[src/rtl/hiscore_uploader.sv]
// hiscore_uploader: read side of the HPS ioctl file channel. On an upload with
// ioctl_index == INDEX it halts the core and serves NVRAM bytes to hps_io.
// Optional macro UPLOAD_CSUM_EN: address SIZE returns an 8-bit sum of the RAM
// bytes served this session, and completion moves from SIZE-1 to SIZE.
module hiscore_uploader #(
    parameter logic [7:0]  INDEX   = 8'd4,
    parameter int unsigned AW      = 10,
    parameter int unsigned SIZE    = 512,
    parameter int unsigned RAM_LAT = 2
) (
    input  logic          clk_sys,
    input  logic          RESET,
    input  logic          ioctl_upload,
    input  logic [7:0]    ioctl_index,
    input  logic          ioctl_rd,
    input  logic [24:0]   ioctl_addr,
    output logic [7:0]    ioctl_din,
    output logic          ioctl_wait,
    output logic          pause_req,
    input  logic          pause_ack,
    output logic [AW-1:0] ram_addr,
    output logic          ram_rd,
    input  logic [7:0]    ram_dout,
    output logic          done
);

    localparam int unsigned LAT_W  = 3;
    localparam logic [24:0] SIZE_A = 25'(SIZE);
`ifdef UPLOAD_CSUM_EN
    localparam logic [24:0] LAST_A = 25'(SIZE);
`else
    localparam logic [24:0] LAST_A = 25'(SIZE - 1);
`endif

    typedef enum logic [1:0] {IDLE, HALT, SERVE, FETCH} state_t;

    state_t            state_q, state_d;
    logic              sess_q;
    logic [24:0]       addr_q, addr_d;
    logic [LAT_W-1:0]  lat_q, lat_d;
    logic [7:0]        din_q, din_d;
    logic              pause_q, pause_d;
    logic [AW-1:0]     ram_addr_q, ram_addr_d;
    logic              ram_rd_q, ram_rd_d;
    logic              done_q, done_d;
    logic              served_q, served_d;
    logic              session_c, rise_c, in_range_c, wait_c;
    logic [7:0]        oor_byte_c;
`ifdef UPLOAD_CSUM_EN
    logic [7:0]        sum_q, sum_d;
`endif

    assign session_c  = ioctl_upload && (ioctl_index == INDEX);
    assign rise_c     = session_c && !sess_q;
    assign in_range_c = (addr_q < SIZE_A);

`ifdef UPLOAD_CSUM_EN
    assign oor_byte_c = (addr_q == SIZE_A) ? sum_q : 8'hFF;
`else
    assign oor_byte_c = 8'hFF;
`endif

    // Next-state, stall and datapath updates; an upload drop overrides everything.
    always_comb begin
        state_d    = state_q;
        addr_d     = addr_q;
        lat_d      = lat_q;
        din_d      = din_q;
        pause_d    = pause_q;
        ram_addr_d = ram_addr_q;
        ram_rd_d   = 1'b0;
        done_d     = 1'b0;
        served_d   = served_q;
        wait_c     = 1'b0;
`ifdef UPLOAD_CSUM_EN
        sum_d      = sum_q;
`endif
        case (state_q)
            HALT, FETCH: wait_c = 1'b1;
            SERVE:       wait_c = ioctl_rd;
            default:     wait_c = 1'b0;
        endcase

        if ((state_q != IDLE) && !ioctl_upload) begin
            state_d = IDLE;
            pause_d = 1'b0;
            done_d  = served_q && (state_q != FETCH);
        end else begin
            case (state_q)
                IDLE: begin
                    if (rise_c) begin
                        state_d  = HALT;
                        pause_d  = 1'b1;
                        served_d = 1'b0;
`ifdef UPLOAD_CSUM_EN
                        sum_d    = 8'h00;
`endif
                    end
                end
                HALT: begin
                    if (pause_ack) state_d = SERVE;
                end
                SERVE: begin
                    if (ioctl_rd) begin
                        addr_d  = ioctl_addr;
                        lat_d   = LAT_W'(1);
                        state_d = FETCH;
                        if (ioctl_addr < SIZE_A) begin
                            ram_rd_d   = 1'b1;
                            ram_addr_d = ioctl_addr[AW-1:0];
                        end
                    end
                end
                FETCH: begin
                    if (!in_range_c || (lat_q == LAT_W'(RAM_LAT))) begin
                        state_d = SERVE;
                        din_d   = in_range_c ? ram_dout : oor_byte_c;
                        if (addr_q == LAST_A) served_d = 1'b1;
`ifdef UPLOAD_CSUM_EN
                        if (in_range_c) sum_d = sum_q + ram_dout;
`endif
                    end else begin
                        lat_d = lat_q + LAT_W'(1);
                    end
                end
                default: state_d = IDLE;
            endcase
        end
    end

    // State and output registers with synchronous reset.
    always_ff @(posedge clk_sys) begin
        if (RESET) begin
            state_q    <= IDLE;
            sess_q     <= 1'b0;
            addr_q     <= '0;
            lat_q      <= '0;
            din_q      <= 8'h00;
            pause_q    <= 1'b0;
            ram_addr_q <= '0;
            ram_rd_q   <= 1'b0;
            done_q     <= 1'b0;
            served_q   <= 1'b0;
        end else begin
            state_q    <= state_d;
            sess_q     <= session_c;
            addr_q     <= addr_d;
            lat_q      <= lat_d;
            din_q      <= din_d;
            pause_q    <= pause_d;
            ram_addr_q <= ram_addr_d;
            ram_rd_q   <= ram_rd_d;
            done_q     <= done_d;
            served_q   <= served_d;
        end
    end

`ifdef UPLOAD_CSUM_EN
    // Running modulo-256 sum of RAM bytes served this session.
    always_ff @(posedge clk_sys) begin
        if (RESET) sum_q <= 8'h00;
        else       sum_q <= sum_d;
    end
`endif

    assign ioctl_din  = din_q;
    assign ioctl_wait = wait_c;
    assign pause_req  = pause_q;
    assign ram_addr   = ram_addr_q;
    assign ram_rd     = ram_rd_q;
    assign done       = done_q;

endmodule

[config.mk]
export PLATFORM = sky130hd
export DESIGN_NAME = hiscore_uploader
export DESIGN_NICKNAME = d
export VERILOG_FILES = /design/src/rtl/hiscore_uploader.sv
export SDC_FILE = /design/constraint.sdc
export NUM_CORES = 1
export LEC_CHECK = 0
export ABC_CLOCK_PERIOD_IN_PS = 1650
export CAP_MARGIN = 20
export CELL_PAD_IN_SITES_DETAIL_PLACEMENT = 0
export CELL_PAD_IN_SITES_GLOBAL_PLACEMENT = 1
export CORE_ASPECT_RATIO = 0.7
export CORE_UTILIZATION = 34
export DETAILED_ROUTE_END_ITERATION = 10
export GPL_ROUTABILITY_DRIVEN = 0
export PLACE_DENSITY_LB_ADDON = 0.1
export SLEW_MARGIN = 20
export SYNTH_ARGS = -nofsm -noshare
export SYNTH_HDL_FRONTEND = slang
export SYNTH_SLANG_ARGS = --single-unit
[constraint.sdc]
create_clock -name clk_sys -period 1.65 [get_ports clk_sys]
set_input_delay 0.2475 -clock clk_sys [delete_from_list [all_inputs] [get_ports clk_sys]]
set_output_delay 0.2475 -clock clk_sys [all_outputs]
set_load 0.01 [all_outputs]
==> metrics.cfg, run 1 <==
[synth]
synth_enable_flop_cells=0
async_flop_share_pct=0
synth_area_leaders=dfxtp_1, nand2_1, a21oi_1, mux2i_1, o221a_1
yosys_register_bits=53
yosysSeqAreaShare_pct=49.33
yosys_warnings=0
synth.distinct_cells=39
synth_nets=287
syn_avg_cell_area_um2=8.999
synth.largest_area_cell=dfxtp_1
yosysTopAreaCellShare_pct=49.33
ys.flop_type=dfxtp_1
syn_inst=239
synth.cell_area_mm2=0.002151

[finish]
fin_util_pct=56.16
stdcell_area_mm2=0.003313
area_growth_pct=54.04
n_antenna_cell=0
drive_gt1_share_pct=20.18
fin_nets=384
fill_cells=537

[drt]
vias=1956
antenna_left=0
firstDrtPassIters=4
wirelength_um=5163
drt_drc_violations_left=0
dr.first_iter.drc_count=60
avgViaCountPerCell=4.748
wl_per_cell_um=12.53

[power_and_ir_drop]
switchingPower_mw=0.5185
internal_power_mw=1.864
cellLeakagePower_nw=1.179
pwr-share-clk_pct=38.0
power_frac_seq_pct=53.6
ir_drop_mv=0.3796
switching_share_pct=21.76
pwr_density_cell_mw_per_mm2=719.2
comb_power_share_pct=8.4

[clock_tree]
cts-htree-levels=2
post-cts-setup-buffers=0
cts_buffers=5
cts_root_buffer=clkbuf_8
clock-sinks=53
holdBufCountCts=0
cts_tree=yes
insertion_delay_ns=0.32
clk_pin_slew_ns=0.09
clockBufferDepth=2

[min_path]
min_from=ioctl_addr[17]
min-delay-path-class=input pin to register
whs_path_depth=3
whs_endpoint=addr_q[17]

[global_route]
grt_overflow=0
grt_usage_pct=16.12
grt_pass1_wl_um=8335
grt_pass1_vias=1770
antenna_found_initial=0
grt_max_degree=21

[worst_setup_path]
r2r_cells=5
path_max_fanout=5
cp_cell_sequence=clkdlybuf4s50_1 > nor4_2 > nand4_1 > nor2_4 > clkbuf_16 > mux2i_1
rrSetupSlack_ns=0.10
worstSetupStartpointType=input pin
worst_r2r_endpoint=ioctl_din[2]
cp.arrival_ns=1.82
crit_required_ns=1.90
criticalPathCategory=input pin to register
slowest_stage=clkdlybuf4s50_1
end_kind=register
cp_slowest_stage_delay_ns=0.44
timing.rr.start=addr_q[10]

[floorplanning]
io_pins=68
rows=23
die_h_um=68.55
core_mm2=0.005899
start_util_pct=36.46
die_area_mm2=0.006653
die-width_um=97.07

[timing]
tightestPinTransition_ns=0.3475
fin_crit_sh_pct=95.24
period_needed_ns=1.571
max_freq_ghz=0.6364
relSlewSlack_pct=76.62
finClkSkew_ns=0.005712
setup_viol=0
hold_viol=0
finalMaxSlewViolations=0

[flow_run]
max_cap_violations=0

[placement]
place_hpwl_um=3841
detailed_place.area_mm2=0.003127
portBuffers=67

[outcome]
outcome=complete, no violations

-- worst max path at each step --
stage                               from            to  slack, ns  depth (start not counted)
final                     ioctl_addr[11]   ram_addr[3]       0.08                          6
after global routing      ioctl_addr[16]   ram_addr[0]      -0.02                          7
after CTS                     addr_q[10]  ioctl_din[2]      0.009                          5
after detailed placement  ioctl_addr[11]   ram_addr[4]      -0.27                          6
after global placement    ioctl_addr[11]   ram_addr[7]      -0.21                          6
after floorplan               state_q[0]      lat_q[1]       0.20                          7
-- critical path: cells and delay by family --
kind,cells,cell delay [ns]
simple gates,3,0.77
buf+inv,2,0.62
mux,1,0.18
-- placed cells by master, fill, tap and decap left out, drive strengths merged, types with 2 or more instances in the layout --
cell type / netlist / layout
clkdlybuf4s50: 0 / 64
inv: 3 / 3
dlymetal6s2s: 0 / 2
a21boi: 2 / 2
ha: 2 / 2
o221a: 8 / 8
buf: 7 / 35
nand2: 73 / 73
clkbuf: 6 / 6
dfxtp: 53 / 53
or4: 2 / 2
nand2b: 5 / 5
nand3: 2 / 2
o21ai: 2 / 2
nand4: 5 / 5
nor4: 10 / 10
nor3: 2 / 2
mux2i: 10 / 10
a21oi: 27 / 27
and3: 2 / 2
nor2: 6 / 6
-- final cells by class --
cell class	instances	area, µm²	area share, %
Multi-Input combinational cell	170	1055	31.84
Timing Repair Buffer	103	974.7	29.42
Sequential cell	53	1064	32.10
Tap cell	75	93.84	2.832
Inverter	3	11.26	0.3399
Clock inverter	3	46.29	1.397
Clock buffer	5	68.82	2.077
-- routing by layer --
layer,global-route usage [%],routed length (µm)
met3,5.242,325
met4,6.716,84
met5,0,0
met2,23.15,1893
met1,22.28,2860
-- kinds of logic after synthesis --
family	after synthesis	share of synthesized area [%]
AOI/OAI and AO/OA	45	14.89
xor gates and xnor gates	1	0.4073
adders and majority gates	2	1.163
buffers and inverters	16	3.490
DFF	53	49.33
muxes	10	4.654
and+or+nand+nor	112	26.06
-- cells in the mapped netlist, types with 3 or more instances --
master,number
buf_2,3
inv_1,3
nand2_1,73
dfxtp_1,53
a21oi_1,27
nand4_1,5
buf_4,3
mux2i_1,10
o221a_1,8
clkbuf_1,6
nor4_1,10
nor2_1,3
nand2b_1,3
-- registers in the layout (all words and copies together), names as in the netlist --
register / count
served_q: 1
done: 1
sess_q: 1
state_q: 2
pause_req: 1
ram_rd: 1
addr_q: 25
ram_addr: 10
ioctl_din: 8
lat_q: 3
-- repair_timing --
item,CTS,global route
gates cloned,0,1
pin swaps,0,3
gates resized for setup,4,8
endpoints found under the setup margin,9,15
-- power groups by stage --
| stage | sequential (mW) | combinational [mW] | clock, mW |
|---|---|---|---|
| 6_report | 1.28 | 0.199 | 0.905 |
| 5_1_grt | 1.28 | 0.214 | 0.988 |
| 4_1_cts | 1.28 | 0.198 | 0.934 |
| 3_5_place_dp | 1.31 | 0.197 | 0 |
| 3_3_place_gp | 1.31 | 0.197 | 0 |
| 2_1_floorplan | 1.31 | 0.0339 | 0 |
-- metrics by stage --
stage               hold WS (ns)  TNS, ns  worst slack, ns  cells  total power, mW
floorplan                 0.3255        0           0.1986    239            1.342
global placement          0.4428   -4.580          -0.2137    403            1.506
detailed placement        0.4458   -5.173          -0.2750    403            1.505
CTS                       0.4590        0         0.008773    411            2.411
global route              0.2377  -0.1069         -0.02291    412            2.481
finish                    0.2277        0          0.07862    412            2.383
No activity file was read; power rests on OpenSTA's default activity.
==> inputs of run 2 (changes only) <==
- TNS_END_PERCENT: unset -> 100
==> results of run 2 <==
The final DEF is identical to that of run 1; final timing and power are the same.
